==> src/rtl/audio_pkg.sv <==
// Shared audio-path types and constants for the tone generator stages.
package audio_pkg;

  localparam int AUDIO_W     = 32;
  localparam int VOL_W       = 8;
  localparam int SAMPLE_RATE = 48000;

  typedef enum logic [1:0] {
    IDLE,
    HOLD,
    DECAY
  } env_state_t;

endpackage : audio_pkg

==> src/rtl/sample_scaler.sv <==
// Combinational signed sample x unsigned volume, floored arithmetic shift by VOL_W.
module sample_scaler
  import audio_pkg::*;
#(
  parameter int SAMPLE_W = AUDIO_W,
  parameter int LEVEL_W  = VOL_W
) (
  input  logic signed [SAMPLE_W-1:0] sample,
  input  logic        [LEVEL_W-1:0]  level,
  output logic signed [SAMPLE_W-1:0] scaled
);

  logic signed [SAMPLE_W+LEVEL_W:0] product;
  logic                             unused_bits;

  // Zero-extending the level keeps it non-negative in the signed multiply.
  assign product     = sample * $signed({1'b0, level});
  assign scaled      = product[SAMPLE_W+LEVEL_W-1:LEVEL_W];
  assign unused_bits = ^{product[SAMPLE_W+LEVEL_W], product[LEVEL_W-1:0]};

endmodule : sample_scaler

==> src/rtl/note_fade_writer.sv <==
// Hold/decay volume envelope applied to tone samples, paced into the codec FIFO.
//
// state | meaning
// IDLE  | no note; volume 0, zero samples still written
// HOLD  | volume at VOL_MAX, counting accepted writes
// DECAY | volume stepping down every SAMPLES_PER_STEP writes
module note_fade_writer
  import audio_pkg::*;
#(
  parameter int VOL_MAX          = 255,
  parameter int HOLD_SAMPLES     = 4800,
  parameter int SAMPLES_PER_STEP = 192,
  parameter int DECAY_STEP       = 1
) (
  input  logic                      CLOCK_50,
  input  logic                      reset,
  input  logic                      note_on,
  input  logic                      note_off,
  input  logic signed [AUDIO_W-1:0] sample_in,
  input  logic                      audio_out_allowed,
  output logic signed [AUDIO_W-1:0] left_channel_audio_out,
  output logic signed [AUDIO_W-1:0] right_channel_audio_out,
  output logic                      write_audio_out,
  output logic        [VOL_W-1:0]   volume,
  output logic                      busy
);

  localparam int HC_W = $clog2(HOLD_SAMPLES + 1);
  localparam int SC_W = $clog2(SAMPLES_PER_STEP + 1);

  env_state_t               state, state_nxt;
  logic [VOL_W-1:0]         vol_nxt, vol_dec;
  logic [HC_W-1:0]          hold_cnt, hold_nxt;
  logic [SC_W-1:0]          step_cnt, step_nxt;
  logic signed [AUDIO_W-1:0] scaled;
  logic                     launch;

  // A new strobe may only follow a cycle without one.
  assign launch = audio_out_allowed && !write_audio_out;

  sample_scaler #(
    .SAMPLE_W (AUDIO_W),
    .LEVEL_W  (VOL_W)
  ) u_scaler (
    .sample (sample_in),
    .level  (volume),
    .scaled (scaled)
  );

  always_comb begin
    vol_dec   = (int'(volume) <= DECAY_STEP) ? '0 : volume - VOL_W'(DECAY_STEP);
    state_nxt = state;
    vol_nxt   = volume;
    hold_nxt  = hold_cnt;
    step_nxt  = step_cnt;
    if (note_on) begin
      state_nxt = HOLD;
      vol_nxt   = VOL_W'(VOL_MAX);
      hold_nxt  = '0;
      step_nxt  = '0;
    end else begin
      case (state)
        IDLE: vol_nxt = '0;
        HOLD: begin
          if (note_off) begin
            state_nxt = DECAY;
            step_nxt  = '0;
          end else if (write_audio_out) begin
            if (hold_cnt == HC_W'(HOLD_SAMPLES - 1)) begin
              state_nxt = DECAY;
              step_nxt  = '0;
            end else begin
              hold_nxt = hold_cnt + 1'b1;
            end
          end
        end
        DECAY: begin
          if (write_audio_out) begin
            if (step_cnt == SC_W'(SAMPLES_PER_STEP - 1)) begin
              vol_nxt  = vol_dec;
              step_nxt = '0;
              if (vol_dec == '0) state_nxt = IDLE;
            end else begin
              step_nxt = step_cnt + 1'b1;
            end
          end
        end
        default: state_nxt = IDLE;
      endcase
    end
  end

  always_ff @(posedge CLOCK_50 or posedge reset) begin
    if (reset) begin
      state    <= IDLE;
      volume   <= '0;
      hold_cnt <= '0;
      step_cnt <= '0;
      busy     <= 1'b0;
    end else begin
      state    <= state_nxt;
      volume   <= vol_nxt;
      hold_cnt <= hold_nxt;
      step_cnt <= step_nxt;
      busy     <= (state_nxt != IDLE);
    end
  end

  always_ff @(posedge CLOCK_50 or posedge reset) begin
    if (reset) begin
      write_audio_out         <= 1'b0;
      left_channel_audio_out  <= '0;
      right_channel_audio_out <= '0;
    end else begin
      write_audio_out <= launch;
      if (launch) begin
        left_channel_audio_out  <= scaled;
        right_channel_audio_out <= scaled;
      end
    end
  end

endmodule : note_fade_writer

==> config.mk <==
export PLATFORM = sky130hd
export DESIGN_NAME = note_fade_writer
export DESIGN_NICKNAME = d
export VERILOG_FILES = /design/src/rtl/audio_pkg.sv /design/src/rtl/sample_scaler.sv /design/src/rtl/note_fade_writer.sv
export SDC_FILE = /design/constraint.sdc
export NUM_CORES = 1
export LEC_CHECK = 0
export BUFFER_PORTS_ARGS = -buffer_cell sky130_fd_sc_hd__buf_4
export CAP_MARGIN = 10
export CORE_AREA = 5 5 166 168
export DETAILED_ROUTE_END_ITERATION = 10
export DIE_AREA = 0 0 171 173
export PLACE_DENSITY = 0.68
export RECOVER_POWER = 50
export SYNTH_ARGS = -nofsm -noshare
export SYNTH_HDL_FRONTEND = slang
export SYNTH_SLANG_ARGS = --single-unit
==> constraint.sdc <==
create_clock -name CLOCK_50 -period 7.53 [get_ports CLOCK_50]
set_input_delay 0.3765 -clock CLOCK_50 [delete_from_list [all_inputs] [get_ports CLOCK_50]]
set_output_delay 0.3765 -clock CLOCK_50 [all_outputs]
set_load 0.05 [all_outputs]
==> results of run 1 <==
## cells in the mapped netlist (7+ instances only)
cell type | number | area, sq um
sky130_fd_sc_hd__a21oi_1 | 30 | 150
sky130_fd_sc_hd__nand3_1 | 23 | 115
sky130_fd_sc_hd__o31ai_1 | 7 | 52.6
sky130_fd_sc_hd__nor2_1 | 54 | 203
sky130_fd_sc_hd__fa_1 | 195 | 3900
sky130_fd_sc_hd__a21o_1 | 10 | 75.1
sky130_fd_sc_hd__nor3_1 | 12 | 60.1
sky130_fd_sc_hd__inv_1 | 230 | 863
sky130_fd_sc_hd__buf_4 | 33 | 248
sky130_fd_sc_hd__clkbuf_1 | 37 | 139
sky130_fd_sc_hd__xnor2_1 | 27 | 236
sky130_fd_sc_hd__ha_1 | 79 | 988
sky130_fd_sc_hd__xor2_1 | 19 | 166
sky130_fd_sc_hd__dfrtp_1 | 65 | 1630
sky130_fd_sc_hd__o21ai_0 | 41 | 205
sky130_fd_sc_hd__nand2_1 | 199 | 747
sky130_fd_sc_hd__and2_1 | 125 | 782
## through the flow
| step | hold slack (ns) | cell area (sq um) | worst slack, ns |
|---|---|---|---|
| 5_1_grt | 0.415 | 12500 | 1.41 |
| 4_1_cts | 0.322 | 12600 | 1.77 |
| 3_3_place_gp | 0.483 | 12300 | 1.91 |
| 3_5_place_dp | 0.488 | 12300 | 1.78 |
| 6_report | 0.406 | 12500 | 1.79 |
| 2_1_floorplan | 0.457 | 11400 | 2.07 |
## final timing paths
check	to	start	slack [ns]
min in group asynchronous	right_channel_audio_out[2]	reset	1.41
worst max register to register	right_channel_audio_out[31]	volume[2]	1.79
max in group asynchronous	hold_cnt[3]	reset	4.10
worst max-delay path	right_channel_audio_out[31]	volume[2]	1.79
worst min register to register	right_channel_audio_out[31]	right_channel_audio_out[31]	0.50
worst min-delay path	hold_cnt[3]	note_on	0.41
## state kept, by name, summed over array words and instances, names as in the netlist
name                     count
busy                         1
hold_cnt                    13
right_channel_audio_out     32
volume                       8
step_cnt                     8
state                        2
write_audio_out              1
## metal layers
layer	wire length [microns]	track usage	up-vias
met3	1400	0.0290	39
met5	0	0	-
li1	-	-	4062
met4	541	0.0502	0
met1	11900	0.263	4341
met2	12600	0.298	222
## logic make-up after synthesis
logic type | Yosys count | share of synthesized area
simple gates | 453 | 0.194
buf+inv | 308 | 0.113
fa+ha+maj | 274 | 0.430
compound gates | 144 | 0.0845
flops | 65 | 0.143
xor+xnor | 46 | 0.0354
mux | 1 | 0.000880
## layout make-up
class / count / area (sq um) / area share
Sequential cell: 65 / 1630 / 0.130
Tap cell: 335 / 419 / 0.0336
Multi-Input combinational cell: 918 / 8470 / 0.678
Clock buffer: 10 / 229 / 0.0183
Clock inverter: 6 / 115 / 0.00922
Timing Repair Buffer: 121 / 766 / 0.0613
Inverter: 230 / 863 / 0.0691
## worst reg2reg max path, cell delays in order (launching register included)
cell                       delay, ns
sky130_fd_sc_hd__dfrtp_1        0.88
sky130_fd_sc_hd__buf_4          0.32
sky130_fd_sc_hd__nand2_1        0.10
sky130_fd_sc_hd__fa_1           0.54
sky130_fd_sc_hd__inv_1          0.05
sky130_fd_sc_hd__fa_1           0.47
sky130_fd_sc_hd__fa_1           0.49
sky130_fd_sc_hd__inv_1          0.05
sky130_fd_sc_hd__fa_1           0.52
sky130_fd_sc_hd__inv_1          0.04
sky130_fd_sc_hd__ha_1           0.36
sky130_fd_sc_hd__a21oi_1        0.16
sky130_fd_sc_hd__nor2_1         0.06
sky130_fd_sc_hd__a211oi_1       0.29
sky130_fd_sc_hd__o211ai_2       0.27
sky130_fd_sc_hd__o211ai_2       0.42
sky130_fd_sc_hd__a21oi_2        0.11
sky130_fd_sc_hd__o31a_1         0.29
sky130_fd_sc_hd__o31ai_1        0.22
==> metrics.log, run 1 <==
[metrics] Setup Total Neg Slack: 0 ns
[metrics] slew at the pin with the worst max-slew slack: 3.56 ns
[metrics] critical path depth: 18
[metrics] warning count from the yosys run: 0
[metrics] placer congestion estimate: 0.859
[metrics] number of placed cells counting well taps: 1669
[metrics] most common cell after layout, fill and taps aside: sky130_fd_sc_hd__inv_1
[metrics] post-synthesis async set-or-reset flop share: 1.00
[metrics] top-level I/O count: 111
[metrics] number of antenna violations at the first check in global routing: 0
[metrics] TritonCTS clock tree: yes
[metrics] final period utilization: 0.762
[metrics] outcome: complete, but fails checks
[metrics] number of detailed-routing iterations run before antenna repair: 5
[metrics] r2r worst-path depth: 18
[metrics] category of cells accounting for the largest share of critical-path delay: adder cells
[metrics] CTS max path bufs: 2
[metrics] diodes inserted: 0
[metrics] CP max FO: 18
[metrics] via-per-instance ratio: 5.14
[metrics] number of port buffers: 110
[metrics] Post-Syn Area: ~11000 sq um
[metrics] total clock buffers created by CTS: 9
[metrics] CP startpoint kind: flop
[metrics] buffers plus inverters on the worst setup path: 4
[metrics] setup repair after global routing missed its margin: false
[metrics] global-route usage over all layers: 0.186
[metrics] post-synthesis cell count: approximately 1300
[metrics] standard cell with the maximum stage delay on the critical path: sky130_fd_sc_hd__dfrtp_1
[metrics] largest net degree at the start of global routing: 67
[metrics] grt ovf: 0
[metrics] register bit total from synthesis: 65
[metrics] Core Rows: 59
[metrics] total clock sinks: 65
[metrics] post-route minimum period: approximately 5.7 ns
[metrics] Data arrival, critical path: approximately 6 ns
[metrics] Resize count post-CTS: 0
[metrics] number of max-cap violations: 1
[metrics] Fillers: 2480
[metrics] insertion delay of the later-clocked pin in the worst-skew pair: 0.34 ns
[metrics] average wire length per cell after detail routing: 15.7 microns
[metrics] CTS root buf: sky130_fd_sc_hd__clkbuf_16
[metrics] overall die area: between 20000 and 30000 sq um
[metrics] clock slew at the register clock pins of the worst setup and hold paths: 0.06 ns
[metrics] capturing element type of the critical path: flop
[metrics] Vert. Die Dim: 173 microns
[metrics] Net count, final: 1656
[metrics] cell chain of the critical path: buf_4 > nand2_1 > fa_1 > inv_1 > fa_1 > fa_1 > inv_1 > fa_1 > inv_1 > ha_1 > a21oi_1 > nor2_1 > a211oi_1 > o211ai_2 > o211ai_2 > a21oi_2 > o31a_1 > o31ai_1
[metrics] placed wire-length estimate: between 20000 and 25000 microns
[metrics] initial cell density of the core: 0.442
[metrics] Final setup viols: 0
[metrics] Hold Buf Count CTS: 0
[metrics] Final Non-Filler Cells: about 1700
[metrics] antenna viol nets, final: 0
[metrics] Worst Hold Path Cells: 2
[metrics] most common flop cell mapped by yosys: sky130_fd_sc_hd__dfrtp_1
[metrics] Die Wd: 171 microns
[metrics] total via count after detailed routing: 8664
[metrics] final hold violation count: 0
[metrics] critical path's most frequent cell: sky130_fd_sc_hd__fa_1
[metrics] FMAX: 174 MHz
[metrics] worst slew margin relative to its limit: -1.37
[metrics] average instance area after synthesis: about 8.8 sq um
[metrics] wire length of the first global-routing pass: 44800 microns
[metrics] fraction of the core area covered by cells at the end of the flow: 0.485
[metrics] Layout Area Growth over Synthesis: 9.76%
[metrics] share of final-layout standard cells stronger than drive strength 1: 0.0852
[metrics] Placeable Area: 25800 sq um
[metrics] class of the most critical hold timing path: in -> reg
[metrics] number of global-route vias before repair: 9002
[metrics] number of enable flip-flop cells after synthesis: 0
[metrics] total count of max-transition violations in the final report: 66
[metrics] violation count after the first detailed-routing iteration: 521
[metrics] Syn Nets: 1602
[metrics] DRC violations left: 0
[metrics] post-CTS setup buffer count: 0
[metrics] final WL: 26400 microns
[metrics] failing checks: capacitance limit, slew limit
[metrics] share of the yosys chip area belonging to registers: 0.143
[metrics] largest stage delay on the critical path: 0.88 ns
[metrics] most used cells in the layout excluding fill and tap cells: sky130_fd_sc_hd__inv_1 (230), sky130_fd_sc_hd__nand2_1 (199), sky130_fd_sc_hd__fa_1 (195)
[metrics] largest clock skew in the final design: 0.00756 ns
[metrics] required arrival time at the worst endpoint: ~8 ns
[metrics] type of the setup path with the least slack: reg -> reg
[metrics] number of H-tree branching levels: 3
[metrics] number of different library cells in the post-synthesis netlist: 63
Power of run 1 is not shown: default switching activity piles up to over one toggle a cycle in this logic, so the estimate is an artifact.
==> inputs of run 2 (changes only) <==
Settings changed: PLACE_DENSITY 0.68 to 0.71.
Clock period 7.53 ns to 4.85 ns, I/O delays scaled along.
==> run 2 against run 1 <==
Net effect:
- the flow finishes with violations (capacitance limit, slew limit, setup timing)
- sequential share of layout area shrank 1.2 points
- register-to-register slack got worse by 1.8 ns
- via count rose by 3.6%
- worst setup slack got worse by 1.8 ns
- sequential cell count stayed put
- clock skew is 0.0041 ns higher
- hold slack got worse by 0.15 ns
- critical endpoint unchanged
- highest routed layer unchanged
==> metrics.log, run 2 (synthesized netlist as in run 1, its figures left out) <==
[metrics] outcome: complete, but fails checks
[metrics] failing checks: capacitance limit, slew limit, setup timing
[metrics] worst slew margin relative to its limit: -1.42
[metrics] largest reg by FF count: right_channel_audio_out
[metrics] CTS root buf: sky130_fd_sc_hd__clkbuf_16
[metrics] type of the setup path with the least slack: reg -> reg
[metrics] clock slew at the register clock pins of the worst setup and hold paths: 0.06 ns
[metrics] Setup Total Neg Slack: -0.0753 ns
[metrics] grt ovf: 0
[metrics] total clock buffers created by CTS: 9
[metrics] buffers plus inverters on the worst setup path: 3
[metrics] Layout Area Growth over Synthesis: 21.5%
[metrics] required arrival time at the worst endpoint: 5.10 ns
[metrics] wire length of the first global-routing pass: 46700 microns
[metrics] total clock sinks: 65
[metrics] top-level I/O count: 111
[metrics] slew at the pin with the worst max-slew slack: approximately 3.6 ns
[metrics] global-route usage over all layers: 0.193
[metrics] share of final-layout standard cells stronger than drive strength 1: 0.210
[metrics] final period utilization: 1.01
[metrics] setup repair after global routing missed its margin: true
[metrics] final WL: 27900 microns
[metrics] number of placed cells counting well taps: approximately 1700
[metrics] TritonCTS clock tree: yes
[metrics] largest registers in the final layout: right_channel_audio_out: 32 flops, hold_cnt: 13 flops
[metrics] CP max FO: 5
[metrics] Final Non-Filler Cells: 1770
[metrics] cell chain of the critical path: buf_6 > buf_4 > and2_1 > fa_2 > fa_1 > fa_1 > fa_1 > ha_4 > a21oi_2 > o211ai_1 > o211ai_1 > o211ai_4 > o211ai_2 > buf_6 > a21oi_4 > o31a_1 > o31ai_1
[metrics] standard cell with the maximum stage delay on the critical path: sky130_fd_sc_hd__fa_1
[metrics] largest net degree at the start of global routing: 66
[metrics] overall die area: 29600 sq um
[metrics] Net count, final: 1741
[metrics] max reg flops: 32
[metrics] placer congestion estimate: 0.859
[metrics] number of antenna violations at the first check in global routing: 0
[metrics] Final setup viols: 3
[metrics] number of max-cap violations: 1
[metrics] Core Rows: 59
[metrics] via-per-instance ratio: around 5.1
[metrics] number of port buffers: 110
[metrics] total count of max-transition violations in the final report: 66
[metrics] final hold violation count: 0
[metrics] DRC violations left: 0
[metrics] antenna viol nets, final: 0
[metrics] capturing element type of the critical path: flop
[metrics] Die Wd: 171 microns
[metrics] critical path's most frequent cell: sky130_fd_sc_hd__fa_1
[metrics] violation count after the first detailed-routing iteration: 391
[metrics] largest clock skew in the final design: 0.0117 ns
[metrics] Vert. Die Dim: 173 microns
[metrics] total via count after detailed routing: 8978
[metrics] class of the most critical hold timing path: in -> reg
[metrics] Placeable Area: about 26000 sq um
[metrics] CP startpoint kind: flop
[metrics] number of H-tree branching levels: 3
[metrics] CTS max path bufs: 2
[metrics] Hold Buf Count CTS: 0
[metrics] most common cell after layout, fill and taps aside: sky130_fd_sc_hd__inv_1
[metrics] diodes inserted: 0
[metrics] crit path setup slack, layout: -0.0486 ns
[metrics] initial cell density of the core: 0.442
[metrics] number of global-route vias before repair: 9556
[metrics] number of detailed-routing iterations run before antenna repair: 5
[metrics] most used cells in the layout excluding fill and tap cells: sky130_fd_sc_hd__inv_1 (226), sky130_fd_sc_hd__nand2_1 (190), sky130_fd_sc_hd__fa_1 (187)
[metrics] largest stage delay on the critical path: 0.58 ns
[metrics] average wire length per cell after detail routing: 15.8 microns
[metrics] post-route minimum period: 4.90 ns
[metrics] placed wire-length estimate: 22500 microns
[metrics] Fillers: 2259
[metrics] insertion delay of the later-clocked pin in the worst-skew pair: 0.35 ns
[metrics] Data arrival, critical path: just over 5 ns
[metrics] FMAX: 204 MHz
[metrics] category of cells accounting for the largest share of critical-path delay: adder cells
## run 2: cell types whose count changed in the layout (fill, tap and decap cells not counted), moves of 9 or more
cell and change:
sky130_fd_sc_hd__o21ai_1 +9, sky130_fd_sc_hd__buf_4 +69, sky130_fd_sc_hd__a21oi_2 +14, sky130_fd_sc_hd__clkbuf_1 -9
sky130_fd_sc_hd__o21ai_0 -12, sky130_fd_sc_hd__ha_4 +14, sky130_fd_sc_hd__buf_6 +15, sky130_fd_sc_hd__ha_1 -15
sky130_fd_sc_hd__a21oi_1 -17, sky130_fd_sc_hd__nand2_1 -9, sky130_fd_sc_hd__buf_12 +9
## run 2: repair_timing
| action | 4_1_cts | 5_1_grt |
|---|---|---|
| buffers inserted | 11 | 7 |
| setup endpoints to repair | 16 | 21 |
| gates resized for setup | 24 | 77 |
| gates cloned | 0 | 0 |
| pin swaps | 22 | 39 |
## run 2: layout make-up
cell class,count,area (sq um),area share
multi-input combinational,918,8990,0.650
clock buffer,9,225,0.0163
clock inverter,7,83.8,0.00606
timing repair buffer,206,1600,0.116
tap,335,419,0.0303
sequential,65,1640,0.119
inverter,230,863,0.0624
## run 2: through the flow
stage	instance area, sq um	setup slack, ns	util	hold WS [ns]
after floorplan	11700	-0.0729	-	0.457
after global placement	13100	-0.129	0.507	0.488
after detailed placement	13100	-0.201	0.507	0.487
after CTS	13600	-0.0519	0.527	0.191
after global routing	13800	-0.199	0.537	0.264
final	13800	-0.0486	0.537	0.257
## run 2: metal layers
layer	wire length (microns)	vias to the layer above	share of wire	GRT usage
li1	-	4236	-	-
met1	11500	4487	0.41	0.241
met2	14400	206	0.52	0.345
met3	1260	49	0.045	0.0249
met4	713	0	0.026	0.0578
met5	0	-	0	0
## run 2: worst paths after layout
| check | start | end | slack (ns) | cells past startpoint |
|---|---|---|---|---|
| hold / removal | note_on | hold_cnt[8] | 0.26 | 2 |
| setup reg to reg | volume[4] | right_channel_audio_out[31] | -0.05 | 17 |
| max in group asynchronous | reset | volume[4] | 1.01 | 3 |
| setup / recovery | volume[4] | right_channel_audio_out[31] | -0.05 | 17 |
| hold reg to reg | right_channel_audio_out[3] | right_channel_audio_out[3] | 0.50 | 2 |
| min in group asynchronous | reset | right_channel_audio_out[5] | 1.30 | 3 |
## run 2: worst register-to-register path, stage by stage (launching register included)
cell and delay [ns]:
sky130_fd_sc_hd__dfrtp_4 0.50, sky130_fd_sc_hd__buf_6 0.13, sky130_fd_sc_hd__buf_4 0.13, sky130_fd_sc_hd__and2_1 0.17, sky130_fd_sc_hd__fa_2 0.38, sky130_fd_sc_hd__fa_1 0.52
sky130_fd_sc_hd__fa_1 0.58, sky130_fd_sc_hd__fa_1 0.46, sky130_fd_sc_hd__ha_4 0.26, sky130_fd_sc_hd__a21oi_2 0.16, sky130_fd_sc_hd__o211ai_1 0.18, sky130_fd_sc_hd__o211ai_1 0.29
sky130_fd_sc_hd__o211ai_4 0.16, sky130_fd_sc_hd__o211ai_2 0.20, sky130_fd_sc_hd__buf_6 0.16, sky130_fd_sc_hd__a21oi_4 0.07, sky130_fd_sc_hd__o31a_1 0.25, sky130_fd_sc_hd__o31ai_1 0.20
Power of run 2 is left out for the same reason.
